--- config.mk ---
export PLATFORM = sky130hd
export DESIGN_NAME = mem_access_flat
export DESIGN_NICKNAME = d
export VERILOG_FILES = /design/src/rtl/mem_access_pkg.sv /design/src/rtl/mem_access_if.sv /design/src/rtl/mem_align.sv /design/src/rtl/mem_access.sv /design/src/flat_wrapper.sv
export SDC_FILE = /design/constraint.sdc
export NUM_CORES = 1
export LEC_CHECK = 0
export CAP_MARGIN = 10
export CORE_ASPECT_RATIO = 1.2
export CORE_MARGIN = 2
export CORE_UTILIZATION = 47
export CTS_CLUSTER_SIZE = 8
export DETAILED_ROUTE_END_ITERATION = 8
export GPL_TIMING_DRIVEN = 0
export PLACE_DENSITY = 0.87
export SLEW_MARGIN = 20
export SYNTH_ARGS = -nofsm -noshare
export SYNTH_HDL_FRONTEND = slang
export SYNTH_SLANG_ARGS = --single-unit
--- constraint.sdc ---
create_clock -name clk -period 3.73 [get_ports clk]
set_input_delay 0.373 -clock clk [delete_from_list [all_inputs] [get_ports clk]]
set_output_delay 0.373 -clock clk [all_outputs]
set_load 0.005 [all_outputs]
--- src/rtl/mem_access_pkg.sv ---
// Shared definitions for the memory-access stage: op codes,
// SRAM size codes, FSM states and alignment helpers.
package mem_access_pkg;

   typedef enum logic [2:0] {
      OP_LB  = 3'd0,
      OP_LBU = 3'd1,
      OP_LH  = 3'd2,
      OP_LHU = 3'd3,
      OP_LW  = 3'd4,
      OP_SB  = 3'd5,
      OP_SH  = 3'd6,
      OP_SW  = 3'd7
   } mem_op_t;

   typedef enum logic [1:0] {
      SZ_BYTE = 2'd0,
      SZ_HALF = 2'd1,
      SZ_WORD = 2'd2
   } size_t;

   typedef enum logic [1:0] {
      S_IDLE = 2'd0,
      S_ADDR = 2'd1,
      S_DATA = 2'd2,
      S_DONE = 2'd3
   } state_t;

   function automatic size_t op_size(input mem_op_t op);
      size_t sz;
      unique case (op)
         OP_LB, OP_LBU, OP_SB: sz = SZ_BYTE;
         OP_LH, OP_LHU, OP_SH: sz = SZ_HALF;
         default:              sz = SZ_WORD;
      endcase
      return sz;
   endfunction

   function automatic logic misaligned(
      input mem_op_t    op,
      input logic [1:0] lo
   );
      logic bad;
      unique case (op_size(op))
         SZ_HALF: bad = lo[0];
         SZ_WORD: bad = |lo;
         default: bad = 1'b0;
      endcase
      return bad;
   endfunction

endpackage

--- src/rtl/mem_access_if.sv ---
// Data-SRAM request/response bus between the memory stage
// and the data memory.
interface mem_access_if;

   logic        data_req;
   logic        data_wr;
   logic [1:0]  data_size;
   logic [31:0] data_addr;
   logic [31:0] data_wdata;
   logic [3:0]  data_wstrb;
   logic        data_addr_ok;
   logic        data_data_ok;
   logic [31:0] data_rdata;

   modport master (
      output data_req,
      output data_wr,
      output data_size,
      output data_addr,
      output data_wdata,
      output data_wstrb,
      input  data_addr_ok,
      input  data_data_ok,
      input  data_rdata
   );

   modport slave (
      input  data_req,
      input  data_wr,
      input  data_size,
      input  data_addr,
      input  data_wdata,
      input  data_wstrb,
      output data_addr_ok,
      output data_data_ok,
      output data_rdata
   );

endinterface

--- src/rtl/mem_align.sv ---
// Store strobe/data replication and load byte/half extraction
// with sign or zero extension.
module mem_align
   import mem_access_pkg::*;
(
   input  mem_op_t     op,
   input  logic [1:0]  lo,
   input  logic [31:0] wdata,
   input  logic [31:0] rdata,
   output size_t       size,
   output logic [3:0]  wstrb,
   output logic [31:0] store_data,
   output logic [31:0] load_data
);

   logic [31:0] shifted;
   logic [15:0] half;

   assign shifted = rdata >> {lo, 3'b000};
   assign half    = lo[1] ? rdata[31:16] : rdata[15:0];

   always_comb begin
      size       = op_size(op);
      wstrb      = 4'b0000;
      store_data = wdata;
      load_data  = rdata;
      unique case (op)
         OP_LB:  load_data = {{24{shifted[7]}}, shifted[7:0]};
         OP_LBU: load_data = {24'h0, shifted[7:0]};
         OP_LH:  load_data = {{16{half[15]}}, half};
         OP_LHU: load_data = {16'h0, half};
         OP_LW:  load_data = rdata;
         OP_SB: begin
            wstrb      = 4'b0001 << lo;
            store_data = {4{wdata[7:0]}};
         end
         OP_SH: begin
            wstrb      = lo[1] ? 4'b1100 : 4'b0011;
            store_data = {2{wdata[15:0]}};
         end
         OP_SW:  wstrb = 4'b1111;
         default: ;
      endcase
   end

endmodule

--- src/rtl/mem_access.sv ---
// Memory-access stage: one outstanding data-SRAM access at a
// time, with misalignment detection and flush cancellation.
module mem_access
   import mem_access_pkg::*;
(
   input  logic        clk,
   input  logic        resetn,
   input  logic        mem_valid,
   input  logic        mem_ren,
   input  logic        mem_wen,
   input  logic [2:0]  mem_op,
   input  logic [31:0] mem_addr,
   input  logic [31:0] mem_wdata,
   input  logic        mem_flush,
   input  logic        next_stall,
   output logic        mem_stall,
   output logic [31:0] mem_rdata,
   output logic        mem_adel,
   output logic        mem_ades,
   mem_access_if.master dbus
);

   state_t      state;
   state_t      state_nx;
   mem_op_t     op_q;
   logic [31:0] addr_q;
   logic [31:0] wdata_q;
   logic        wen_q;
   logic        cancel;
   logic        misal;
   logic        accept;
   logic        req;
   logic        capture;
   size_t       size;
   logic [31:0] load_data;

   assign misal  = misaligned(mem_op_t'(mem_op), mem_addr[1:0]);
   assign accept = (state == S_IDLE) & mem_valid
                 & (mem_ren | mem_wen) & !misal & !mem_flush;

   // a flushed or cancelled access still drains, but never updates
   assign capture = (state == S_DATA) & dbus.data_data_ok
                  & !cancel & !mem_flush & !wen_q;

   mem_align u_align (
      .op         (op_q),
      .lo         (addr_q[1:0]),
      .wdata      (wdata_q),
      .rdata      (dbus.data_rdata),
      .size       (size),
      .wstrb      (dbus.data_wstrb),
      .store_data (dbus.data_wdata),
      .load_data  (load_data)
   );

   assign dbus.data_req   = req;
   assign dbus.data_wr    = wen_q;
   assign dbus.data_size  = size;
   assign dbus.data_addr  = addr_q;

   always_ff @(posedge clk or negedge resetn) begin
      if (!resetn) state <= S_IDLE;
      else         state <= state_nx;
   end

   always_comb begin
      state_nx = state;
      unique case (state)
         S_IDLE:
            if (accept) state_nx = S_ADDR;
         S_ADDR:
            if (dbus.data_addr_ok) state_nx = S_DATA;
            else if (mem_flush)    state_nx = S_IDLE;
         S_DATA:
            if (dbus.data_data_ok)
               state_nx = (cancel | mem_flush) ? S_IDLE : S_DONE;
         S_DONE:
            if (mem_flush | !next_stall) state_nx = S_IDLE;
         default: state_nx = S_IDLE;
      endcase
   end

   always_comb begin
      mem_stall = 1'b0;
      req       = 1'b0;
      mem_adel  = 1'b0;
      mem_ades  = 1'b0;
      unique case (state)
         S_IDLE: begin
            mem_stall = accept;
            mem_adel  = mem_valid & mem_ren & misal;
            mem_ades  = mem_valid & mem_wen & misal;
         end
         S_ADDR: begin
            mem_stall = 1'b1;
            req       = 1'b1;
         end
         S_DATA: mem_stall = 1'b1;
         default: ;
      endcase
   end

   always_ff @(posedge clk or negedge resetn) begin
      if (!resetn) begin
         op_q    <= OP_LB;
         addr_q  <= 32'h0;
         wdata_q <= 32'h0;
         wen_q   <= 1'b0;
      end else if (accept) begin
         op_q    <= mem_op_t'(mem_op);
         addr_q  <= mem_addr;
         wdata_q <= mem_wdata;
         wen_q   <= mem_wen;
      end
   end

   // flush racing addr_ok: the request is already accepted
   always_ff @(posedge clk or negedge resetn) begin
      if (!resetn) begin
         cancel <= 1'b0;
      end else begin
         unique case (state)
            S_ADDR: cancel <= mem_flush & dbus.data_addr_ok;
            S_DATA:
               if (dbus.data_data_ok) cancel <= 1'b0;
               else if (mem_flush)    cancel <= 1'b1;
            default: cancel <= 1'b0;
         endcase
      end
   end

   always_ff @(posedge clk or negedge resetn) begin
      if (!resetn)      mem_rdata <= 32'h0;
      else if (capture) mem_rdata <= load_data;
   end

endmodule

--- src/flat_wrapper.sv ---
// flat-port wrapper written by rule: the top's interface ports become plain ports
module mem_access_flat import mem_access_pkg::*;
  (clk, resetn, mem_valid, mem_ren, mem_wen, mem_op, mem_addr, mem_wdata, mem_flush, next_stall, mem_stall, mem_rdata, mem_adel, mem_ades, dbus_data_req, dbus_data_wr, dbus_data_size, dbus_data_addr, dbus_data_wdata, dbus_data_wstrb, dbus_data_addr_ok, dbus_data_data_ok, dbus_data_rdata);
  mem_access_if dbus_i ();
  input  logic clk;
  input  logic resetn;
  input  logic mem_valid;
  input  logic mem_ren;
  input  logic mem_wen;
  input  logic [2:0] mem_op;
  input  logic [31:0] mem_addr;
  input  logic [31:0] mem_wdata;
  input  logic mem_flush;
  input  logic next_stall;
  output logic mem_stall;
  output logic [31:0] mem_rdata;
  output logic mem_adel;
  output logic mem_ades;
  output wire logic [$bits(dbus_i.data_req)-1:0] dbus_data_req;
  output wire logic [$bits(dbus_i.data_wr)-1:0] dbus_data_wr;
  output wire logic [$bits(dbus_i.data_size)-1:0] dbus_data_size;
  output wire logic [$bits(dbus_i.data_addr)-1:0] dbus_data_addr;
  output wire logic [$bits(dbus_i.data_wdata)-1:0] dbus_data_wdata;
  output wire logic [$bits(dbus_i.data_wstrb)-1:0] dbus_data_wstrb;
  input wire logic [$bits(dbus_i.data_addr_ok)-1:0] dbus_data_addr_ok;
  input wire logic [$bits(dbus_i.data_data_ok)-1:0] dbus_data_data_ok;
  input wire logic [$bits(dbus_i.data_rdata)-1:0] dbus_data_rdata;
  assign dbus_data_req = dbus_i.data_req;
  assign dbus_data_wr = dbus_i.data_wr;
  assign dbus_data_size = dbus_i.data_size;
  assign dbus_data_addr = dbus_i.data_addr;
  assign dbus_data_wdata = dbus_i.data_wdata;
  assign dbus_data_wstrb = dbus_i.data_wstrb;
  assign dbus_i.data_addr_ok = dbus_data_addr_ok;
  assign dbus_i.data_data_ok = dbus_data_data_ok;
  assign dbus_i.data_rdata = dbus_data_rdata;
  mem_access u_core (.clk(clk), .resetn(resetn), .mem_valid(mem_valid), .mem_ren(mem_ren), .mem_wen(mem_wen), .mem_op(mem_op), .mem_addr(mem_addr), .mem_wdata(mem_wdata), .mem_flush(mem_flush), .next_stall(next_stall), .mem_stall(mem_stall), .mem_rdata(mem_rdata), .mem_adel(mem_adel), .mem_ades(mem_ades), .dbus(dbus_i));
endmodule
# Word-level counts from Yosys, hierarchy flattened
# Index checks and enable logic that the tools add are counted.
# word_totals
regBits	103
# op_classes
shifts	2
bitwise	16
n_eq_ne	21
n_reduce_logical	15
mux	22
# ops
operator	n
case mux 32 bit (4 select lines)	1
case mux 32 bit (2 select lines)	1
>> shifter 32 x 5 -> 8 bit	1
two-way mux 16 bit	1
equality test 3 bit, second input constant	5
bitwise AND 1 bit	13
equality test 3 x 2 -> 1 bit, second input constant	4
two-way mux 2 bit	6
case mux 4 bit (3 select lines)	1
OR reduction 3 bit	4
case mux 2 bit (2 select lines)	2
case mux 2 bit (4 select lines)	1
equality test 2 bit, second input constant	3
equality test 3 x 1 -> 1 bit, second input constant	2
zero test 3 bit	2
inequality test 3 bit, second input constant	2
case mux 1 bit (2 select lines)	3
zero test 1 bit	5
two-way mux 1 bit	5
equality test 2 x 1 -> 1 bit, second input constant	2
two-way mux 4 bit	1
inequality test 2 x 1 -> 1 bit, second input constant	2
AND reduction 4 bit	1
OR reduction 2 bit	2
other kinds (4)	6

# Longest topological paths before layout
# depth
word_depth	10
depth_mapped	8
mapped_depth_nobuf	6

# Modules after synthesis
# From an unflattened synthesis, not the netlist that was laid out.
# unflattened
hier_cells	482
area_unflattened_um2	5576.6
# by_module_without_submodules
module	seq_area_each_um2	n_inst	cells_each	area_per_inst_um2
mem_access	2577.5	1	253	4043.9
mem_align	0.0	1	229	1532.7

# Worst setup path before layout
# No wires, ideal clock.
# synth_path
kind	flip-flop to output port
from	register u_core.state[0]
to	output mem_stall
stages_incl_launch_ff	8
required_ns	3.357
t_arrival_ns	1.416
path_slack_ns	1.941
path_cell_list	dfrtp_1 inv_1 ha_1 nand2_1 nor2_1 o211ai_1 buf_2 a21oi_1
# synth_via
elab_chain_cells	6
word_cells_on_any_way	9
classes_between	eq/ne: 2; mux: 1; bitwise: 4; reduce/logical: 2
# synth_rtl
element	line_no	source
from (decl)	mem_access.sv:23	state_t state;
from (signal assigned)	mem_access.sv:63	else state <= state_nx;
zero test 2 bit	mem_access.sv:38, mem_access.sv:88	
bitwise AND 1 bit	mem_access.sv:38	assign accept = (state == S_IDLE) & mem_valid
bitwise AND 1 bit (3 in a row)	mem_access.sv:39	& (mem_ren | mem_wen) & !misal & !mem_flush;
case mux 1 bit (2 select lines) *	mem_access.sv:88	unique case (state)
to (decl)	flat_wrapper.sv:15	output logic mem_stall;
# Mark *: on every way between the ends. The rest lies on a longest branch, timed or not.

# Worst setup path after layout
# layout_path
from	input mem_op[0]
to	output mem_stall
# layout_via
elab_chain_cells	9
word_cells_on_any_way	16
classes_between	eq/ne: 7; mux: 3; bitwise: 2; reduce/logical: 4
# layout_rtl
element	line_no	source
from (decl)	flat_wrapper.sv:10	input logic [2:0] mem_op;
equality test 3 x 2 -> 1 bit, or another cell as far along	mem_access_pkg.sv:31	unique case (op)
OR reduction 3 bit	mem_access_pkg.sv:31	
case mux 2 bit (2 select lines) *	mem_access_pkg.sv:31	
equality test 2 bit or equality test 2 x 1 -> 1 bit (tied branches)	mem_access_pkg.sv:44	unique case (op_size(op))
case mux 1 bit (2 select lines) *	mem_access_pkg.sv:44	
zero test 1 bit *	mem_access.sv:39	
bitwise AND 1 bit * (2 in a row)	mem_access.sv:39	
case mux 1 bit (2 select lines) *	mem_access.sv:88	
# Marks and branches as above.

==> results.tsv <==
stage	metric	value	unit
clock_network	clockRootBuffer	clkbuf_16	
synth	synth_warnings	0	
route	drt_first_pass_iters	4	
pwr	peakVddDrop	0.000481	V
floorplan	num_io_pins	215	
finish	drive_gt1_frac	0.187	
worst_setup_path	worst_path_max_delay_cell	clkdlybuf4s50_1	
synth	netlist_instances	481	
clock_network	cts_tree	built	
worst_setup_path	end_kind	primary output	
finish	finish.utilization	0.723	
floorplan	coreArea	10900	µm²
pwr	powerDensity	841	nW/µm²
clock_network	cts.sinks	103	
grt	grt_max_degree	58	
status	outcome	completed	
timing	rsz0062_at_grt	false	
worst_setup_path	start_kind	primary input	
grt	grt_overflow	0	
place	portBuffers	214	
worst_setup_path	required	3.36	ns
clock_network	cts_buffers	9	
timing	min_period_over_period	0.863	
clock_network	htree_levels	3	
timing	final-hold-violation-count	0	
finish	antenna_cells	0	
timing	fin_setup_tns	0	ns
timing	setup_viol	0	
grt	grt_pass1_vias	4922	
route	routed_wl	16.1	mm
place	post-dp-hpwl	12.2	mm
worst_setup_path	rrSetupSlack	1.42	ns
worst_setup_path	criticalPathCategory	primary input to primary output	
clock_network	cts_max_path_buffers	2	
finish	syn2layout_area_growth	50.7	%
floorplan	die_area	12000	µm²
synth	ys_seq_area_frac	0.491	
clock_network	holdBufCountCts	1	
clock_network	cts_resized	0	
route	vias	4721	
timing	worst_slew_pin_slew	0.671	ns
timing	finalCriticalPeriod	3.22	ns
timing	relSlewSlack	0.551	
synth	synthTopCellsByArea	dfrtp_1 49%, mux2_2 18%, a21oi_1 3.4%, o21ai_0 2.7%, nor2_1 2.4%	
floorplan	die_h	120	µm
synth	ys.flop_type	dfrtp_1	
job	drv_cap	0	
synth	synth.most_common_cell	dfrtp_1	
floorplan	row_count	42	
synth	synth_edf_count	0	
synth	netlist_top_cells_count	103 x dfrtp_1, 83 x mux2_2, 36 x a21oi_1	
worst_setup_path	crit_top_cell	clkdlybuf4s50_1	
synth	synthArstFlopShare	1.00	
synth	synth_cell_types	43	
synth	yosysTopAreaCell	dfrtp_1	
route	drc	0	
finish	nNetsFinal	820	
worst_setup_path	worstPathArrival	2.85	ns
pwr	p_leak	0.00329	µW
route	drtIter0Drc	145	
worst_setup_path	rr_endpoint	u_core.mem_rdata[12]$_DFFE_PN0P_	
route	ant_nets	0	
route	viasPerCell	5.59	
timing	clock.fmax	311	MHz
route	wl_per_cell	19.0	µm
synth	synth-seq-cells	103	
clock_network	clk_pin_slew	0.07	ns
floorplan	die_w	100	µm
clock_network	worstSkewPairLatency	0.35	ns
synth	synth_top_area_share	0.491	
timing	finClkSkew	0.00702	ns
worst_setup_path	cpPeakStageDelay	0.53	ns
floorplan	initial_core_util	0.480	
place	place_congestion	0.888	
worst_setup_path	r2r_start	u_core.state[0]$_DFFE_PN0P_	
worst_setup_path	path_cells	clkdlybuf4s50_1 -> and3b_1 -> a311oi_2 -> o211ai_1 -> buf_2 -> a21oi_1 -> clkdlybuf4s50_1	
worst_setup_path	startpoint	mem_op[0]	
grt	grtUsageTotal	0.270	
clock_network	cts_setup_buffers	0	
worst_setup_path	r2r.worst_path.cells	6	
grt	grt_pass1_wl	25.1	mm
synth	syn_nets	593	
worst_setup_path	path_max_fanout	10	
worst_setup_path	critPathCapture	mem_stall	
min_path	min_path_type	flip-flop to flip-flop	
timing	slew_viol_final	0	
synth	syn-cell-area	5250	µm²
grt	antenna_found_initial	0	
synth	syn_avg_cell_area	10.9	µm²
through the flow:
stage	std cells	hold slack [ns]	setup slack (ns)	cell area, µm²	total power (µW)
CTS	844	0.493	0.504	7900	6680
detailed placement	828	0.331	0.506	7580	5630
floorplan	481	0.0774	1.94	5250	3640
global placement	827	0.472	-1.59	7550	5510
finish	844	0.496	0.511	7900	6650
global route	844	0.517	0.419	7900	7050
final cells by class:
class | instances | area, µm²
Inverter | 8 | 30.0
Multi-Input combinational cell | 330 | 2440
Fill cell | 822 | 3030
Timing Repair Buffer | 216 | 2180
Clock buffer | 10 | 229
Buffer | 40 | 201
Tap cell | 132 | 165
Sequential cell | 103 | 2580
Clock inverter | 5 | 83.8
worst max-delay path, delay by kind of cell:
family,cells,cell delay [ns]
simple gates,1,0.20
compound gates,3,0.88
buf+inv,3,1.39
cells in the final DEF (no fill, tap or decap), types with 4 or more instances in the layout:
cell type	count
o311ai_0	6
a21oi_2	10
nand3b_1	14
buf_1	4
buf_2	11
a21oi_1	36
nand2b_1	8
and2_1	4
ha_1	4
mux2_2	83
dfrtp_1	103
nand2_1	32
nor2_1	33
o21ai_1	5
nor2b_1	11
inv_1	8
clkdlybuf4s50_1	213
a21o_1	8
a22oi_1	8
a211o_1	7
o21ai_0	28
clkbuf_1	17
o21a_1	8
buf_4	8
clkbuf_16	9
cell families (layout without fill, tap and decap cells):
family / count (synthesis) / count (layout) / share of synthesized area
AOI/OAI and AO/OA: 126 / 126 / 0.157
and+or+nand+nor: 111 / 111 / 0.106
DFF: 103 / 103 / 0.491
muxes: 87 / 87 / 0.188
buffers and inverters: 48 / 279 / 0.0441
adders and majority gates: 4 / 4 / 0.00954
xor gates and xnor gates: 2 / 2 / 0.00334
worst min-delay path by stage:
stage | start | slack [ns] | cells after the start | endpoint
after floorplan | resetn | 0.08 | 0 | u_core.cancel$_DFFE_PN0P_
after global placement | u_core.mem_rdata[3]$_DFFE_PN0P_ | 0.47 | 2 | u_core.mem_rdata[3]$_DFFE_PN0P_
after detailed placement | resetn | 0.33 | 1 | u_core.mem_rdata[30]$_DFFE_PN0P_
after CTS | u_core.mem_rdata[0]$_DFFE_PN0P_ | 0.49 | 2 | u_core.mem_rdata[0]$_DFFE_PN0P_
after global routing | u_core.dbus.data_addr[4]$_DFFE_PN0P_ | 0.52 | 1 | u_core.dbus.data_addr[4]$_DFFE_PN0P_
final | u_core.mem_rdata[0]$_DFFE_PN0P_ | 0.50 | 2 | u_core.mem_rdata[0]$_DFFE_PN0P_
power breakdown:
group / switching [µW] / internal [µW]
Clock: 415 / 586
Combinational: 1460 / 2110
Sequential: 406 / 1670
Total: 2280 / 4370
registers in the layout, indices dropped and copies added, names as in the netlist:
name,cells
u_core.wdata_q,32
u_core.dbus.data_addr,32
u_core.state,2
u_core.cancel,1
u_core.mem_rdata,32
u_core.dbus.data_wr,1
u_core.op_q,3
per-layer routing:
layer / global-route usage / part of all wire
met1: 0.306 / 0.38
met2: 0.475 / 0.51
met3: 0.0635 / 0.075
met4: 0.127 / 0.032
met5: 0 / 0
(Power assumes the default switching activity.)
